$ cat src/rtl/pipe_credit_skid_buffer_pkg.sv
// rtl/pipe_credit_skid_buffer_pkg.sv - sizing helpers and shared types for the credit skid buffer
package pipe_credit_pkg;

  // Occupancy and in-flight counters must be able to hold the value DEPTH itself.
  function automatic int cnt_w(input int depth);
    return $clog2(depth + 1);
  endfunction

  function automatic int ptr_w(input int depth);
    return (depth > 1) ? $clog2(depth) : 1;
  endfunction

  typedef struct packed {
    logic issue_bad;
    logic orphan;
    logic drop;
  } err_evt_t;

endpackage

$ cat src/rtl/pipe_credit_skid_buffer_if.sv
// rtl/pipe_credit_skid_buffer_if.sv - producer credit, pipeline exit and consumer handshake bundle
interface pipe_credit_skid_buffer_if
  import pipe_credit_pkg::*;
#(
  parameter int DATA_W = 32,
  parameter int DEPTH  = 4
);
  localparam int CNT_W = cnt_w(DEPTH);

  logic              issue_ready_o;
  logic              issue_i;
  logic              data_valid_i;
  logic [DATA_W-1:0] data_i;
  logic              valid_o;
  logic [DATA_W-1:0] data_o;
  logic              ready_i;
  logic [CNT_W-1:0]  count_o;
  logic              err_o;

  modport slave (
    input  issue_i, data_valid_i, data_i, ready_i,
    output issue_ready_o, valid_o, data_o, count_o, err_o
  );

  modport master (
    output issue_i, data_valid_i, data_i, ready_i,
    input  issue_ready_o, valid_o, data_o, count_o, err_o
  );
endinterface

$ cat src/rtl/pipe_credit_skid_buffer_mem.sv
// rtl/pipe_credit_skid_buffer_mem.sv - unreset ring storage, one write port and one async read port
module ring_buffer_mem
#(
  parameter int DATA_W = 32,
  parameter int DEPTH  = 4,
  parameter int PTR_W  = 2
) (
  input  logic              i_clk,
  input  logic              i_we,
  input  logic [PTR_W-1:0]  i_waddr,
  input  logic [DATA_W-1:0] i_wdata,
  input  logic [PTR_W-1:0]  i_raddr,
  output logic [DATA_W-1:0] o_rdata
);
  logic [DATA_W-1:0] r_mem [DEPTH];

  always_ff @(posedge i_clk) begin
    if (i_we) begin
      r_mem[i_waddr] <= i_wdata;
    end
  end

  assign o_rdata = r_mem[i_raddr];
endmodule

$ cat src/rtl/pipe_credit_skid_buffer.sv
// rtl/pipe_credit_skid_buffer.sv - credit-issuing skid buffer behind a fixed-latency, non-stallable pipeline
module pipe_credit_skid_buffer
  import pipe_credit_pkg::*;
#(
  parameter int DATA_W     = 32,
  parameter int PIPE_DEPTH = 1,
  parameter int DEPTH      = 4
) (
  input logic                      clk,
  input logic                      rst_n,
  pipe_credit_skid_buffer_if.slave bus
);
  localparam int CNT_W = cnt_w(DEPTH);
  localparam int PTR_W = ptr_w(DEPTH);
  localparam logic [CNT_W-1:0] DEPTH_C  = CNT_W'(DEPTH);
  localparam logic [CNT_W-1:0] CNT_ONE  = CNT_W'(1);
  localparam logic [PTR_W-1:0] PTR_ONE  = PTR_W'(1);
  localparam logic [PTR_W-1:0] LAST_PTR = PTR_W'(DEPTH - 1);

  logic [PTR_W-1:0]  r_rd_ptr;
  logic [PTR_W-1:0]  r_wr_ptr;
  logic [CNT_W-1:0]  r_count;
  logic [CNT_W-1:0]  r_inflight;
  logic              r_err;

  logic [CNT_W:0]    w_credit_sum;
  logic              w_issue_ready;
  logic              w_issue_ok;
  logic              w_arrive_ok;
  logic              w_valid;
  logic              w_pop;
  logic              w_push;
  err_evt_t          w_err_evt;
  logic [PTR_W-1:0]  w_rd_ptr_nxt;
  logic [PTR_W-1:0]  w_wr_ptr_nxt;
  logic [CNT_W-1:0]  w_count_nxt;
  logic [CNT_W-1:0]  w_inflight_nxt;
  logic [DATA_W-1:0] w_head;

  // Credits come only from registered state, so a pop returns its credit a cycle later.
  assign w_credit_sum  = {1'b0, r_count} + {1'b0, r_inflight};
  assign w_issue_ready = w_credit_sum < {1'b0, DEPTH_C};

  assign w_issue_ok  = bus.issue_i && w_issue_ready;
  assign w_arrive_ok = bus.data_valid_i && (r_inflight != '0);
  assign w_valid     = (r_count != '0);
  assign w_pop       = w_valid && bus.ready_i;
  assign w_push      = bus.data_valid_i && ((r_count < DEPTH_C) || w_pop);

  assign w_err_evt.issue_bad = bus.issue_i && !w_issue_ready;
  assign w_err_evt.orphan    = bus.data_valid_i && (r_inflight == '0);
  assign w_err_evt.drop      = bus.data_valid_i && !w_push;

  assign w_rd_ptr_nxt = (r_rd_ptr == LAST_PTR) ? '0 : r_rd_ptr + PTR_ONE;
  assign w_wr_ptr_nxt = (r_wr_ptr == LAST_PTR) ? '0 : r_wr_ptr + PTR_ONE;

  always_comb begin
    w_count_nxt = r_count;
    if (w_push && !w_pop) begin
      w_count_nxt = r_count + CNT_ONE;
    end else if (w_pop && !w_push) begin
      w_count_nxt = r_count - CNT_ONE;
    end
  end

  // An orphan arrival never decrements, so the counter cannot underflow.
  always_comb begin
    w_inflight_nxt = r_inflight;
    if (w_issue_ok && !w_arrive_ok) begin
      w_inflight_nxt = r_inflight + CNT_ONE;
    end else if (w_arrive_ok && !w_issue_ok) begin
      w_inflight_nxt = r_inflight - CNT_ONE;
    end
  end

  always_ff @(posedge clk or negedge rst_n) begin
    if (!rst_n) begin
      r_rd_ptr   <= '0;
      r_wr_ptr   <= '0;
      r_count    <= '0;
      r_inflight <= '0;
      r_err      <= 1'b0;
    end else begin
      r_count    <= w_count_nxt;
      r_inflight <= w_inflight_nxt;
      if (w_push) begin
        r_wr_ptr <= w_wr_ptr_nxt;
      end
      if (w_pop) begin
        r_rd_ptr <= w_rd_ptr_nxt;
      end
      if (|w_err_evt) begin
        r_err <= 1'b1;
      end
    end
  end

  ring_buffer_mem #(
    .DATA_W (DATA_W),
    .DEPTH  (DEPTH),
    .PTR_W  (PTR_W)
  ) u_mem (
    .i_clk   (clk),
    .i_we    (w_push),
    .i_waddr (r_wr_ptr),
    .i_wdata (bus.data_i),
    .i_raddr (r_rd_ptr),
    .o_rdata (w_head)
  );

  assign bus.issue_ready_o = w_issue_ready;
  assign bus.valid_o       = w_valid;
  assign bus.data_o        = w_head;
  assign bus.count_o       = r_count;
  assign bus.err_o         = r_err;

  a_count_bound : assert property (@(posedge clk) disable iff (!rst_n)
    r_count <= DEPTH_C);

  // A well-behaved producer never has more than PIPE_DEPTH words between issue and arrival.
  a_inflight_latency : assert property (@(posedge clk) disable iff (!rst_n || r_err)
    int'(r_inflight) <= PIPE_DEPTH);
endmodule

$ cat src/flat_wrapper.sv
// flat-port wrapper written by rule: the top's interface ports become plain ports
module pipe_credit_skid_buffer_flat import pipe_credit_pkg::*;
#(
  parameter int DATA_W     = 32,
  parameter int PIPE_DEPTH = 1,
  parameter int DEPTH      = 4
)
  (clk, rst_n, bus_issue_i, bus_data_valid_i, bus_data_i, bus_ready_i, bus_issue_ready_o, bus_valid_o, bus_data_o, bus_count_o, bus_err_o);
  pipe_credit_skid_buffer_if #(.DATA_W(DATA_W), .DEPTH(DEPTH)) bus_i ();
  input logic clk;
  input logic rst_n;
  input wire logic [$bits(bus_i.issue_i)-1:0] bus_issue_i;
  input wire logic [$bits(bus_i.data_valid_i)-1:0] bus_data_valid_i;
  input wire logic [$bits(bus_i.data_i)-1:0] bus_data_i;
  input wire logic [$bits(bus_i.ready_i)-1:0] bus_ready_i;
  output wire logic [$bits(bus_i.issue_ready_o)-1:0] bus_issue_ready_o;
  output wire logic [$bits(bus_i.valid_o)-1:0] bus_valid_o;
  output wire logic [$bits(bus_i.data_o)-1:0] bus_data_o;
  output wire logic [$bits(bus_i.count_o)-1:0] bus_count_o;
  output wire logic [$bits(bus_i.err_o)-1:0] bus_err_o;
  assign bus_i.issue_i = bus_issue_i;
  assign bus_i.data_valid_i = bus_data_valid_i;
  assign bus_i.data_i = bus_data_i;
  assign bus_i.ready_i = bus_ready_i;
  assign bus_issue_ready_o = bus_i.issue_ready_o;
  assign bus_valid_o = bus_i.valid_o;
  assign bus_data_o = bus_i.data_o;
  assign bus_count_o = bus_i.count_o;
  assign bus_err_o = bus_i.err_o;
  pipe_credit_skid_buffer #(.DATA_W(DATA_W), .PIPE_DEPTH(PIPE_DEPTH), .DEPTH(DEPTH)) u_core (.clk(clk), .rst_n(rst_n), .bus(bus_i));
endmodule
$ cat config.mk
export PLATFORM = sky130hd
export DESIGN_NAME = pipe_credit_skid_buffer_flat
export DESIGN_NICKNAME = d
export VERILOG_FILES = /design/src/rtl/pipe_credit_skid_buffer_pkg.sv /design/src/rtl/pipe_credit_skid_buffer_if.sv /design/src/rtl/pipe_credit_skid_buffer_mem.sv /design/src/rtl/pipe_credit_skid_buffer.sv /design/src/flat_wrapper.sv
export SDC_FILE = /design/constraint.sdc
export NUM_CORES = 1
export LEC_CHECK = 0
export CAP_MARGIN = 20
export CORE_MARGIN = 2
export CORE_UTILIZATION = 45
export DETAILED_ROUTE_END_ITERATION = 8
export PLACE_DENSITY = 0.74
export RECOVER_POWER = 25
export SLEW_MARGIN = 20
export SYNTH_ARGS = -nofsm -noshare
export SYNTH_HDL_FRONTEND = slang
export SYNTH_SLANG_ARGS = --single-unit
$ cat constraint.sdc
create_clock -name clk -period 2.2 [get_ports clk]
set_clock_uncertainty 0.05 [all_clocks]
set_input_delay 0.44 -clock clk [delete_from_list [all_inputs] [get_ports clk]]
set_output_delay 0.44 -clock clk [all_outputs]
set_load 0.02 [all_outputs]
**Word-level counts from Yosys, hierarchy flattened**

Memories as Yosys holds them, arrays and structs flattened.
Index checks and enable logic that the tools add are counted.

- Memories: 1
- Register bits after elaboration: 11
- Bits in writable memories: 128
- Bits of input ports: 37
- Bits in latches: 0
- ROM bits: 0

- Muxes and demuxes: 8
- Bitwise logic cells: 0
- Equality and inequality tests: 2
- Magnitude comparators: 2
- Shifts and indexed selects: 0
- Reduce and logical (&&, ||, !) cells: 23
- Divide/modulo/power cells: 0
- $mul: 0
- $add $sub $neg: 7

Memories:

| memory | depth | bits a word | read ports | clocked after memory_dff | write ports | line | text |
|---|---|---|---|---|---|---|---|
| u_core.u_mem.r_mem | 4 | 32 | 1 | 0 | 1 | pipe_credit_skid_buffer_mem.sv:15 | `logic [DATA_W-1:0] r_mem [DEPTH];` |

Operator list:

| cell | number |
|---|---|
| 2-to-1 mux 3 bit | 4 |
| logical AND 1 bit | 11 |
| adder 3 x 1 -> 3 bit (second input constant) | 2 |
| nonzero test 3 bit | 2 |
| subtractor 3 x 1 -> 3 bit (second input constant) | 2 |
| zero test 1 bit | 5 |
| adder 2 x 1 -> 2 bit (second input constant) | 2 |
| adder 3 x 3 -> 4 bit | 1 |
| == test 2 bit (second input constant) | 2 |
| less-than comparator 4 x 3 -> 1 bit (second input constant) | 1 |
| 2-to-1 mux 2 bit | 2 |
| nonzero test 2 bit | 2 |
| zero test 3 bit | 1 |
| less-than comparator 3 bit (second input constant) | 1 |
| OR reduction 3 bit | 1 |
| 2-to-1 mux 1 bit | 2 |
| logical OR 1 bit | 1 |

**Depth between registers and ports, before layout**

- Word-level depth: 8
- Depth in mapped cells: 10

**Hierarchy**

From an unflattened synthesis, not the netlist that was laid out.

- Cells, all modules: 222
- Area total of the unflattened synthesis: 5327.6 um2

By module, submodules not included:

| module | cells each | instances | area an instance (um2) |
|---|---|---|---|
| ring_buffer_mem | 171 | 1 | 4689.5 |
| pipe_credit_skid_buffer | 51 | 1 | 638.1 |

**Worst setup path before layout**

OpenSTA, ideal clock, no wires.

- Path type: register to register
- Start point: reg u_core.r_count[1], in the netlist u_core.bus.count_o[1]
- End point: reg u_core.r_inflight[2]
- Setup slack: -0.507 ns
- Cell stages (with the launch flop): 11
- Library setup time: 0.079 ns
- Path buffers: 0
- Arrival time: 2.578 ns
- Cells stage by stage: dfrtp_1 -> ha_1 -> and3_1 -> nor4_2 -> and2_1 -> ha_1 -> inv_1 -> fa_1 -> xor2_1 -> nor2_1 -> xor2_1

- Longest elaborated chain between the ends: 6
- Elaborated cells between the ends (all ways): 8

RTL lines:

| element | line | text |
|---|---|---|
| start, declared | pipe_credit_skid_buffer.sv:22 | `logic [CNT_W-1:0] r_count;` |
| start signal, assigned | pipe_credit_skid_buffer.sv:84 | `r_count <= w_count_nxt;` |
| adder 3 x 3 -> 4 bit (*) | pipe_credit_skid_buffer.sv:41 | `assign w_credit_sum = {1'b0, r_count} + {1'b0, r_inflight};` |
| less-than comparator 4 x 3 -> 1 bit (*) | pipe_credit_skid_buffer.sv:42 | `assign w_issue_ready = w_credit_sum < {1'b0, DEPTH_C};` |
| net bus_issue_ready_o | flat_wrapper.sv:16 | `output wire logic [$bits(bus_i.issue_ready_o)-1:0] bus_issue_ready_o;` |
| logical AND 1 bit (*) | pipe_credit_skid_buffer.sv:44 | `assign w_issue_ok = bus.issue_i && w_issue_ready;` |
| zero test 1 bit | pipe_credit_skid_buffer.sv:71 | `end else if (w_arrive_ok && !w_issue_ok) begin` |
| logical AND 1 bit | pipe_credit_skid_buffer.sv:71 |  |
| nonzero test 2 bit (no source line) | - |  |
| end signal, assigned | pipe_credit_skid_buffer.sv:85 | `r_inflight <= w_inflight_nxt;` |
| end, declared | pipe_credit_skid_buffer.sv:23 | `logic [CNT_W-1:0] r_inflight;` |

Mark *: on every way through the listed nets, which the timed path passes. The rest lies on a longest branch.
A chain may end at the register's enable or synchronous reset.

**Final worst setup path**

- Start point: reg u_core.r_inflight[1]
- End point: reg u_core.r_inflight[2]

- Longest elaborated chain between the ends: 6
- Elaborated cells between the ends (all ways): 14

RTL lines:

| element | line |
|---|---|
| adder 3 x 3 -> 4 bit | pipe_credit_skid_buffer.sv:41 |
| less-than comparator 4 x 3 -> 1 bit | pipe_credit_skid_buffer.sv:42 |
| logical AND 1 bit | pipe_credit_skid_buffer.sv:44 |
| zero test 1 bit | pipe_credit_skid_buffer.sv:71 |
| logical AND 1 bit | pipe_credit_skid_buffer.sv:71 |
| nonzero test 2 bit (no source line) | - |

Parallel ways exist; a longest one is shown, timed or not. The select of a mux whose other input is x is not followed.

==> results.yml <==
status:
  status: "finished with violations"
  failed_checks: "design-rule violations, negative setup slack"
synth:
  syn_inst: 229
  synth.largest_area_cell: "edfxtp_1"
  yosysUniqueCellTypes: 27
  synthFlopType: "edfxtp_1"
  syn_area_mm2: 0.00536
  yosys-top-cells-count: "128 x edfxtp_1, 28 x mux4_2, 11 x dfrtp_1"
  synth.most_common_cell: "edfxtp_1"
  syn_area_per_cell_um2: 23.4
  synth_edf_count: 128
  ys_async_sr_fraction_pct: 7.91
  yosysTopAreaCellShare_pct: 71.7
  yosysWarnings: 0
  ys_seq_area_share_pct: 76.8
  synthTopCellsByArea: "edfxtp_1 72%, mux4_2 12%, dfrtp_1 5.1%"
  ys_ff_latch: 139
  synth_nets: 277
final_layout:
  utilization_pct: 62.0
  fin_nets: 396
  fin_area_mm2: 0.00713
  stdcell_count: 502
  syn2layout_area_growth_pct: 33.1
  layout-drive-gt1-share_pct: 40.8
timing:
  maxSlewViolCount: 0
  timing.fmax_mhz: 423
  slew_headroom_pct: 63.5
  fin_crit_ps: 2370
  rsz0062_at_grt: "true"
  finalCritPeriodShare_pct: 108
  worst_slack_ps: -166
  hold_viol_final: 0
  setup_violations: 25
  worst_slew_pin_slew_ps: 545
cts:
  clock-sinks: 139
  clock_path_buffers: 2
  clk_latency_ps: 410
  clk_pin_slew_worst_paths_ps: 50
  cts-root-buf: "clkbuf_16"
  cts_tree: "done"
  cts_max_level: 4
  tritoncts.num_buffers: 17
place:
  placed_cell_area_mm2: 0.00653
  dp_hpwl_mm: 5.97
  dp_slack_ps: -215
  gp_congestion: 0.783
  numPortBuffers: 74
  placed_cells: 464
route:
  dr.pass1.iters: 6
  drt-vias-per-instance: 5.32
  wl_per_cell_um: 19.2
  vias: 2670
  wl_mm: 9.65
  drt_iter0_drc: 184
  antenna_left: 0
  drc: 7
power_and_ir_drop:
  sequentialPowerShare_pct: 35.4
  p_sw_share_pct: 30.0
  p_leak_nw: 2.53
  power_density_mw_per_mm2: 1430
  peakVddDrop_mv: 0.862
  pwr-share-comb_pct: 39.0
  power_switching_w: 0.00305
  p_int_w: 0.00712
  p_clk_share_pct: 25.6
global_route:
  grt_overflow: 0
  antenna_found_initial: 2
  grt_pass1_wl_mm: 15.2
  grt_pass1_vias: 2808
  grt_max_degree: 27
  grt.total_usage_pct: 16.3
floorplanning:
  rows: 39
  die_area_mm2: 0.0128
  core_area_mm2: 0.0115
  io_pins: 75
  die_height_um: 113
  die_x_um: 113
  start_util_pct: 46.6
setup_path:
  critPathKind: "flop to flop"
  crit_arrival_ps: 2610
  path_max_fanout: 2
  end_kind: "flop"
  cp.required_ps: 2440
  start_kind: "flop"
flow_run:
  cap_violations: 0
worst_hold_path:
  hold_path_class: "primary input to asynchronous set/reset pin"
[worst paths after layout]
check	start	to	slack, ps	cells after the start
max	u_core.r_inflight[1]$_DFFE_PN0P_	u_core.r_inflight[2]$_DFFE_PN0P_	-170	10
min	rst_n	u_core.bus.count_o[0]$_DFFE_PN0P_	330	1
max reg2reg	u_core.r_inflight[1]$_DFFE_PN0P_	u_core.r_inflight[2]$_DFFE_PN0P_	-170	10
min reg2reg	u_core.r_inflight[2]$_DFFE_PN0P_	u_core.r_inflight[2]$_DFFE_PN0P_	450	1
max in group asynchronous	rst_n	u_core.r_rd_ptr[0]$_DFFE_PN0P_	1370	1
min in group clk	u_core.r_inflight[2]$_DFFE_PN0P_	u_core.r_inflight[2]$_DFFE_PN0P_	450	1
[worst max-delay path: stages, from the launching register on]
cell     delay [ps]
dfrtp_1         410
ha_4            240
and3_4          170
nor4_4          270
and2_1          170
ha_2            190
inv_2            50
fa_2            330
xor2_1          150
nor2_1           70
xor2_1          150
[cell type report]
cell class                      instances  area, µm²
Timing Repair Buffer                  108       1100
Inverter                                5       18.8
Multi-Input combinational cell         77       1180
Clock buffer                           19        433
Clock inverter                         10        104
Antenna cell                            1       2.50
Tap cell                              143        179
Sequential cell                       139       4120
Fill cell                             799       4380
[per-layer routing]
metal  share of wire, %  track usage (%)
met1                 41             20.6
met2                 51             26.3
met3                6.2             5.14
met4                1.3             6.59
met5               0.13                0
[metrics by stage]
stage	total power, W	hold WS, ps	TNS [ps]
floorplan	0.00588	94.4	-649
global placement	0.00737	436	-728
detailed placement	0.00747	435	-1140
CTS	0.00990	357	-5370
global route	0.0106	376	-3410
finish	0.0102	334	-1770
[registers in the layout, summed over array words and instances (netlist names)]
name and count:
u_core.u_mem.r_mem 128, u_core.r_wr_ptr 2, u_core.bus.count_o 3, u_core.r_inflight 3, u_core.bus.err_o 1, u_core.r_rd_ptr 2
[repair_timing]
action,CTS,global route
resized for setup,77,107
hold buffers,0,0
pin swaps,5,0
endpoints found under the setup margin,37,37
buffers inserted,0,7
cloned,0,1
[cell usage in the layout, fill, tap and decap left out, types with 5 or more instances in the layout]
| cell type | n |
|---|---|
| dfrtp_1 | 8 |
| clkbuf_2 | 5 |
| mux4_2 | 32 |
| clkdlybuf4s50_1 | 22 |
| ha_1 | 6 |
| buf_12 | 9 |
| buf_2 | 10 |
| dlygate4sd3_1 | 18 |
| clkbuf_16 | 18 |
| edfxtp_1 | 128 |
| buf_4 | 19 |
| buf_6 | 22 |
[kinds of logic after synthesis]
kind of cell | Yosys count | share of synthesized area, %
AND/OR/NAND/NOR | 20 | 2.33
flip-flops | 139 | 76.8
adder cells (fa/ha/maj) | 11 | 2.85
AO/OA/AOI/OAI | 4 | 0.420
XOR/XNOR | 6 | 0.980
buffers and inverters | 13 | 2.03
multiplexers | 36 | 14.6
[power groups by stage]
stage	logic (W)	clock network, W	registers, W
after floorplan	0.00222	0	0.00366
after global placement	0.00376	0	0.00361
after detailed placement	0.00382	0	0.00364
after CTS	0.00364	0.00266	0.00360
after global routing	0.00424	0.00276	0.00364
final	0.00397	0.00260	0.00359
No activity file was read; power rests on OpenSTA's default activity.
